--- src/rtl/byte_queue_pkg.sv ---
// Shared types and default sizing for the byte_queue block.
package byte_queue_pkg;

  localparam int QUEUE_WIDTH = 8;
  localparam int QUEUE_DEPTH = 8;

  // Enqueue handshake states towards the deserializer.
  typedef enum logic [1:0] {
    IDLE     = 2'd0,
    ACK      = 2'd1,
    WAIT_LOW = 2'd2
  } enq_state_e;

endpackage

--- src/rtl/byte_queue_storage.sv ---
// queue_storage: register-array FIFO core with write/read pointers and an
// explicit occupancy count. The caller guarantees wr_en_i is only asserted
// when not full and rd_en_i only when not empty.
module queue_storage
  import byte_queue_pkg::*;
#(
  parameter int WIDTH = QUEUE_WIDTH,
  parameter int DEPTH = QUEUE_DEPTH
) (
  input  logic                       clk_i,
  input  logic                       rst_i,
  input  logic                       wr_en_i,
  input  logic [WIDTH-1:0]           wr_data_i,
  input  logic                       rd_en_i,
  output logic [WIDTH-1:0]           rd_data_o,
  output logic [$clog2(DEPTH):0]     count_o
);

  localparam int PW = $clog2(DEPTH);
  localparam int LW = PW + 1;

  logic [WIDTH-1:0] mem_q [DEPTH];
  logic [PW-1:0]    wr_ptr_q, wr_ptr_d;
  logic [PW-1:0]    rd_ptr_q, rd_ptr_d;
  logic [LW-1:0]    count_q, count_d;

  // Next-state for pointers (wrap naturally modulo DEPTH) and the count.
  always_comb begin
    wr_ptr_d = wr_ptr_q;
    rd_ptr_d = rd_ptr_q;
    count_d  = count_q;
    if (wr_en_i) begin
      wr_ptr_d = wr_ptr_q + PW'(1);
    end else begin
      wr_ptr_d = wr_ptr_q;
    end
    if (rd_en_i) begin
      rd_ptr_d = rd_ptr_q + PW'(1);
    end else begin
      rd_ptr_d = rd_ptr_q;
    end
    case ({wr_en_i, rd_en_i})
      2'b10:   count_d = count_q + LW'(1);
      2'b01:   count_d = count_q - LW'(1);
      default: count_d = count_q;
    endcase
  end

  // Pointer and count registers; reset discards all stored contents.
  always_ff @(posedge clk_i or posedge rst_i) begin
    if (rst_i) begin
      wr_ptr_q <= '0;
      rd_ptr_q <= '0;
      count_q  <= '0;
    end else begin
      wr_ptr_q <= wr_ptr_d;
      rd_ptr_q <= rd_ptr_d;
      count_q  <= count_d;
    end
  end

  // Data array; entries beyond the count are meaningless, so no reset needed.
  always_ff @(posedge clk_i) begin
    if (wr_en_i) begin
      mem_q[wr_ptr_q] <= wr_data_i;
    end
  end

  assign rd_data_o = mem_q[rd_ptr_q];
  assign count_o   = count_q;

endmodule

--- src/rtl/byte_queue.sv ---
// byte_queue: accepts bytes from the deserializer with a one-cycle ack
// handshake, buffers them in queue_storage and pops them on request.
// Optional build macro: BYTE_QUEUE_ERR_EN adds a sticky err_out flag for
// pops on empty and enqueue attempts while full.
module byte_queue
  import byte_queue_pkg::*;
#(
  parameter int WIDTH = QUEUE_WIDTH,
  parameter int DEPTH = QUEUE_DEPTH
) (
  input  logic                   clk_100khz,
  input  logic                   reset,
  input  logic [WIDTH-1:0]       data_in,
  input  logic                   enqueue_in,
  output logic                   ack_out,
  input  logic                   dequeue_in,
  output logic [WIDTH-1:0]       data_out,
  output logic                   valid_out,
  output logic [$clog2(DEPTH):0] len_out,
  output logic                   empty_out,
  output logic                   full_out
`ifdef BYTE_QUEUE_ERR_EN
  ,
  output logic                   err_out
`endif
);

  localparam int LW = $clog2(DEPTH) + 1;

  enq_state_e       state_q, state_d;
  logic             ack_q;
  logic [WIDTH-1:0] data_q;
  logic             valid_q;
  logic             wr_en_s;
  logic             rd_en_s;
  logic [WIDTH-1:0] rd_data_s;
  logic [LW-1:0]    count_s;
  logic             full_s;
  logic             empty_s;

  assign full_s  = (count_s == LW'(DEPTH));
  assign empty_s = (count_s == LW'(0));
  assign rd_en_s = dequeue_in & ~empty_s;

  queue_storage #(
    .WIDTH (WIDTH),
    .DEPTH (DEPTH)
  ) u_storage (
    .clk_i     (clk_100khz),
    .rst_i     (reset),
    .wr_en_i   (wr_en_s),
    .wr_data_i (data_in),
    .rd_en_i   (rd_en_s),
    .rd_data_o (rd_data_s),
    .count_o   (count_s)
  );

  // Enqueue FSM: accept on the pre-edge count, pulse ack, then wait for
  // data_ready to drop so one byte is never stored twice.
  always_comb begin
    state_d = state_q;
    wr_en_s = 1'b0;
    case (state_q)
      IDLE: begin
        if (enqueue_in && !full_s) begin
          wr_en_s = 1'b1;
          state_d = ACK;
        end else begin
          state_d = IDLE;
        end
      end
      ACK: begin
        state_d = WAIT_LOW;
      end
      WAIT_LOW: begin
        if (!enqueue_in) begin
          state_d = IDLE;
        end else begin
          state_d = WAIT_LOW;
        end
      end
      default: begin
        state_d = IDLE;
      end
    endcase
  end

  // State, registered ack and registered pop outputs.
  always_ff @(posedge clk_100khz or posedge reset) begin
    if (reset) begin
      state_q <= IDLE;
      ack_q   <= 1'b0;
      data_q  <= '0;
      valid_q <= 1'b0;
    end else begin
      state_q <= state_d;
      ack_q   <= (state_d == ACK);
      valid_q <= rd_en_s;
      if (rd_en_s) begin
        data_q <= rd_data_s;
      end
    end
  end

`ifdef BYTE_QUEUE_ERR_EN
  logic err_q;

  // Sticky error: pop on empty or enqueue attempt while full in IDLE.
  always_ff @(posedge clk_100khz or posedge reset) begin
    if (reset) begin
      err_q <= 1'b0;
    end else begin
      err_q <= err_q | (dequeue_in & empty_s)
                     | ((state_q == IDLE) & enqueue_in & full_s);
    end
  end

  assign err_out = err_q;
`endif

  assign ack_out   = ack_q;
  assign data_out  = data_q;
  assign valid_out = valid_q;
  assign len_out   = count_s;
  assign empty_out = empty_s;
  assign full_out  = full_s;

endmodule

--- config.mk ---
export PLATFORM = sky130hd
export DESIGN_NAME = byte_queue
export DESIGN_NICKNAME = d
export VERILOG_FILES = /design/src/rtl/byte_queue_pkg.sv /design/src/rtl/byte_queue_storage.sv /design/src/rtl/byte_queue.sv
export SDC_FILE = /design/constraint.sdc
export NUM_CORES = 1
export LEC_CHECK = 0
export CORE_AREA = 2 2 82 84
export DETAILED_ROUTE_END_ITERATION = 10
export DIE_AREA = 0 0 84 86
export PLACE_DENSITY = 0.88
export REMOVE_ABC_BUFFERS = 1
export SYNTH_ARGS = -nofsm -noshare
export SYNTH_HDL_FRONTEND = slang
export SYNTH_SLANG_ARGS = --single-unit
--- constraint.sdc ---
create_clock -name clk_100khz -period 2.6 [get_ports clk_100khz]
set_input_delay 0.26 -clock clk_100khz [delete_from_list [all_inputs] [get_ports clk_100khz]]
set_output_delay 0.26 -clock clk_100khz [all_outputs]
set_load 0.03 [all_outputs]
==> reports/results.ini, run 1 <==
[logic_synthesis]
syn_inst=227
yosysSeqAreaShare_pct=69.55
avgSynthCellArea_um2=15.66
yosys_warnings=0
synthesis.area_um2=3555
ys_ff_latch=86
ys_types=33
synth_edf_count=64
synth-main-ff-cell=edfxtp_1
postSynth.asyncResetShare_pct=25.58

[die]
die_area_um2=7224
die_w_um=84
core_region_area_um2=6277
initial_core_util_pct=56.63
rows=29
dieHeight_um=86
io_pins=28

[setup_path]
cp_data_required_time_ps=2840
r2r-start=u_storage.count_o[2]$_DFFE_PP0P_
critical_path_class=register to register
r2r-end=u_storage.count_o[3]$_DFFE_PP0P_
startpoint_type=register
rr_worst_depth=9
ff2ff_setup_slack_ps=260
cpPeakStageDelay_ps=490
crit_path_end_kind=register
cpMaxStageDelayCell=dfrtp_1
path_cells=nor4b_4 > nor3_4 > inv_1 > ha_1 > ha_1 > a21oi_1 > o211ai_1 > nand4b_1 > o211ai_1
crit_arrival_ps=2580
crit_buf_inv=1
critPathMaxFanout=7
critPathTopFamily=simple AND/OR/NAND/NOR gates

[status]
outcome=completed

[power_and_ir_drop]
vdd_drop_max_uv=789.1
powerDensity_nw_per_um2=1129
power_leakage_nw=1.556

[grt]
grt_first_pass_wirelength_mm=10.05
grt_pass1_vias=1990
track_usage_pct=19.11
grt_max_degree=35
overflow=0
antenna_found_initial=0

[cts]
cts_buffers=9
ctsHoldBuffers=0
cts.sinks=86
post_cts_buffers=0
cts.path.max_buffers=2
cts_root_buf=clkbuf_8
clk_pin_slew_worst_paths_ps=90
cts_tree=built
clk_latency_ps=360
cts_resized=0
htree_levels=3

[timing]
drv_slew=0
max_slew_margin_pct=39.86
fmax_ghz=0.4281
rsz0062_at_grt=no
setup_slack_ps=264.2
hold_viol_final=0
fin_worst_skew_ps=11.71
fin_crit_ps=2336
finalSetupViolCount=0
fin_crit_sh_pct=89.84
worst-slew-pin-transition_ps=901.1

[routing]
wirelength_mm=6.390
post_drt_via_cell_ratio=5.677
vias=2004
drt.antenna.violating_nets=0
wl_per_cell_um=18.10
drc=0
dr.pass1.iters=4
drt_iter0_markers=155

[final_layout]
final_layout_size_suffix_gt1_share_pct=18.48
mostFrequentLayoutCells=edfxtp_1 (64), clkdlybuf4s50_1 (27), nand2_1 (23), dfrtp_1 (22), mux2i_1 (18)
final_common_cell=edfxtp_1
nets=289
insertedDiodeCount=0
layoutNonFillerInstCount=353
syn2layout_area_growth_pct=16.82

[placed_design]
dp_slack_ps=241.5
port_buffers=27
place.gp.congestion=0.7031
hpwlAfterDp_mm=4.043
dp.cells=337

[job]
cap_violations=0

[min_path]
hp-class=primary input to async pin

[worst max path at each step]
| stage | slack, ps | from | to | cells after the start |
|---|---|---|---|---|
| after global routing | 100 | u_storage.count_o[2]$_DFFE_PP0P_ | u_storage.count_o[3]$_DFFE_PP0P_ | 9 |
| after global placement | 350 | enqueue_in | u_storage.count_o[3]$_DFFE_PP0P_ | 10 |
| after CTS | 250 | u_storage.count_o[2]$_DFFE_PP0P_ | u_storage.count_o[3]$_DFFE_PP0P_ | 9 |
| final | 260 | u_storage.count_o[2]$_DFFE_PP0P_ | u_storage.count_o[3]$_DFFE_PP0P_ | 9 |
| after floorplan | -80 | u_storage.count_o[2]$_DFFE_PP0P_ | u_storage.count_o[3]$_DFFE_PP0P_ | 8 |
| after detailed placement | 240 | enqueue_in | u_storage.count_o[3]$_DFFE_PP0P_ | 10 |
[per-stage QoR]
stage,power [mW],area (um^2),utilization [%],hold WS (ps),TNS (ps)
3_5_place_dp,3.758,3948,62.89,478.1,0
2_1_floorplan,3.160,3468,-,249.2,-82.68
5_1_grt,4.950,4153,66.16,470.6,0
3_3_place_gp,3.688,3948,62.89,466.1,0
4_1_cts,4.716,4153,66.16,420.3,0
6_report,4.689,4153,66.16,389.3,0
[power by group]
part	total, mW	internal (mW)	switching, mW
combinational	1.78	0.787	0.989
clock	0.951	0.457	0.495
sequential	1.96	1.75	0.210
total	4.69	3.00	1.69
[Yosys cell counts (all sizes together), types with 4 or more instances]
master   n  area [um^2]
nand2b   5        31.28
o22ai    8        50.05
a221o    8        80.08
nor3     5        36.29
o21ai   10        50.05
inv      9        33.78
mux2i   18        180.2
mux2    16        180.2
dfrtp   22        550.5
nand2   23        86.33
edfxtp  64         1922
xnor2    4        35.03
buf      7        78.82
nor2     8        30.03
ha       5        62.56
[per-layer routing]
layer  up-vias  share of wire [%]  global-route usage, %
met1       986                 40                  22.87
li1        949                  -                      -
met4         0                2.1                  9.384
met5         -                  0                      0
met3        13                5.6                  5.582
met2        56                 52                  32.00
[layout make-up]
class,instances,area [um^2]
Multi-Input combinational cell,123,962.2
Inverter,9,33.78
Clock buffer,9,123.9
Clock inverter,7,81.33
Timing Repair Buffer,42,382.9
Tap cell,77,96.34
Sequential cell,86,2472
Fill cell,429,2125
[cells by family (layout without fill, tap and decap cells)]
kind of cell / count (synthesis) / in the layout / synth area share (%)
fa+ha+maj: 6 / 6 / 2.323
xor+xnor: 5 / 5 / 1.232
buf+inv: 18 / 67 / 3.379
simple gates: 48 / 48 / 6.969
flops: 86 / 86 / 69.55
mux: 34 / 34 / 10.14
compound gates: 30 / 30 / 6.406
[sequential cells by signal, summed over array words and instances, names as in the netlist]
| register | count |
|---|---|
| u_storage.mem_q | 64 |
| data_out | 8 |
| u_storage.count_o | 4 |
| u_storage.rd_ptr_q | 3 |
| u_storage.wr_ptr_q | 3 |
| state_q | 2 |
| ack_out | 1 |
| valid_out | 1 |
(Power assumes the default switching activity.)
==> run 2: changes to the inputs <==
--- a/config.mk
+++ b/config.mk
@@ -6,6 +6,7 @@
 export NUM_CORES = 1
 export LEC_CHECK = 0
 export CORE_AREA = 2 2 82 84
+export CTS_CLUSTER_SIZE = 25
 export DETAILED_ROUTE_END_ITERATION = 10
 export DIE_AREA = 0 0 84 86
 export PLACE_DENSITY = 0.88
==> results of run 2 <==
Same layout as run 1: the final DEF is identical, and so are final timing and power.
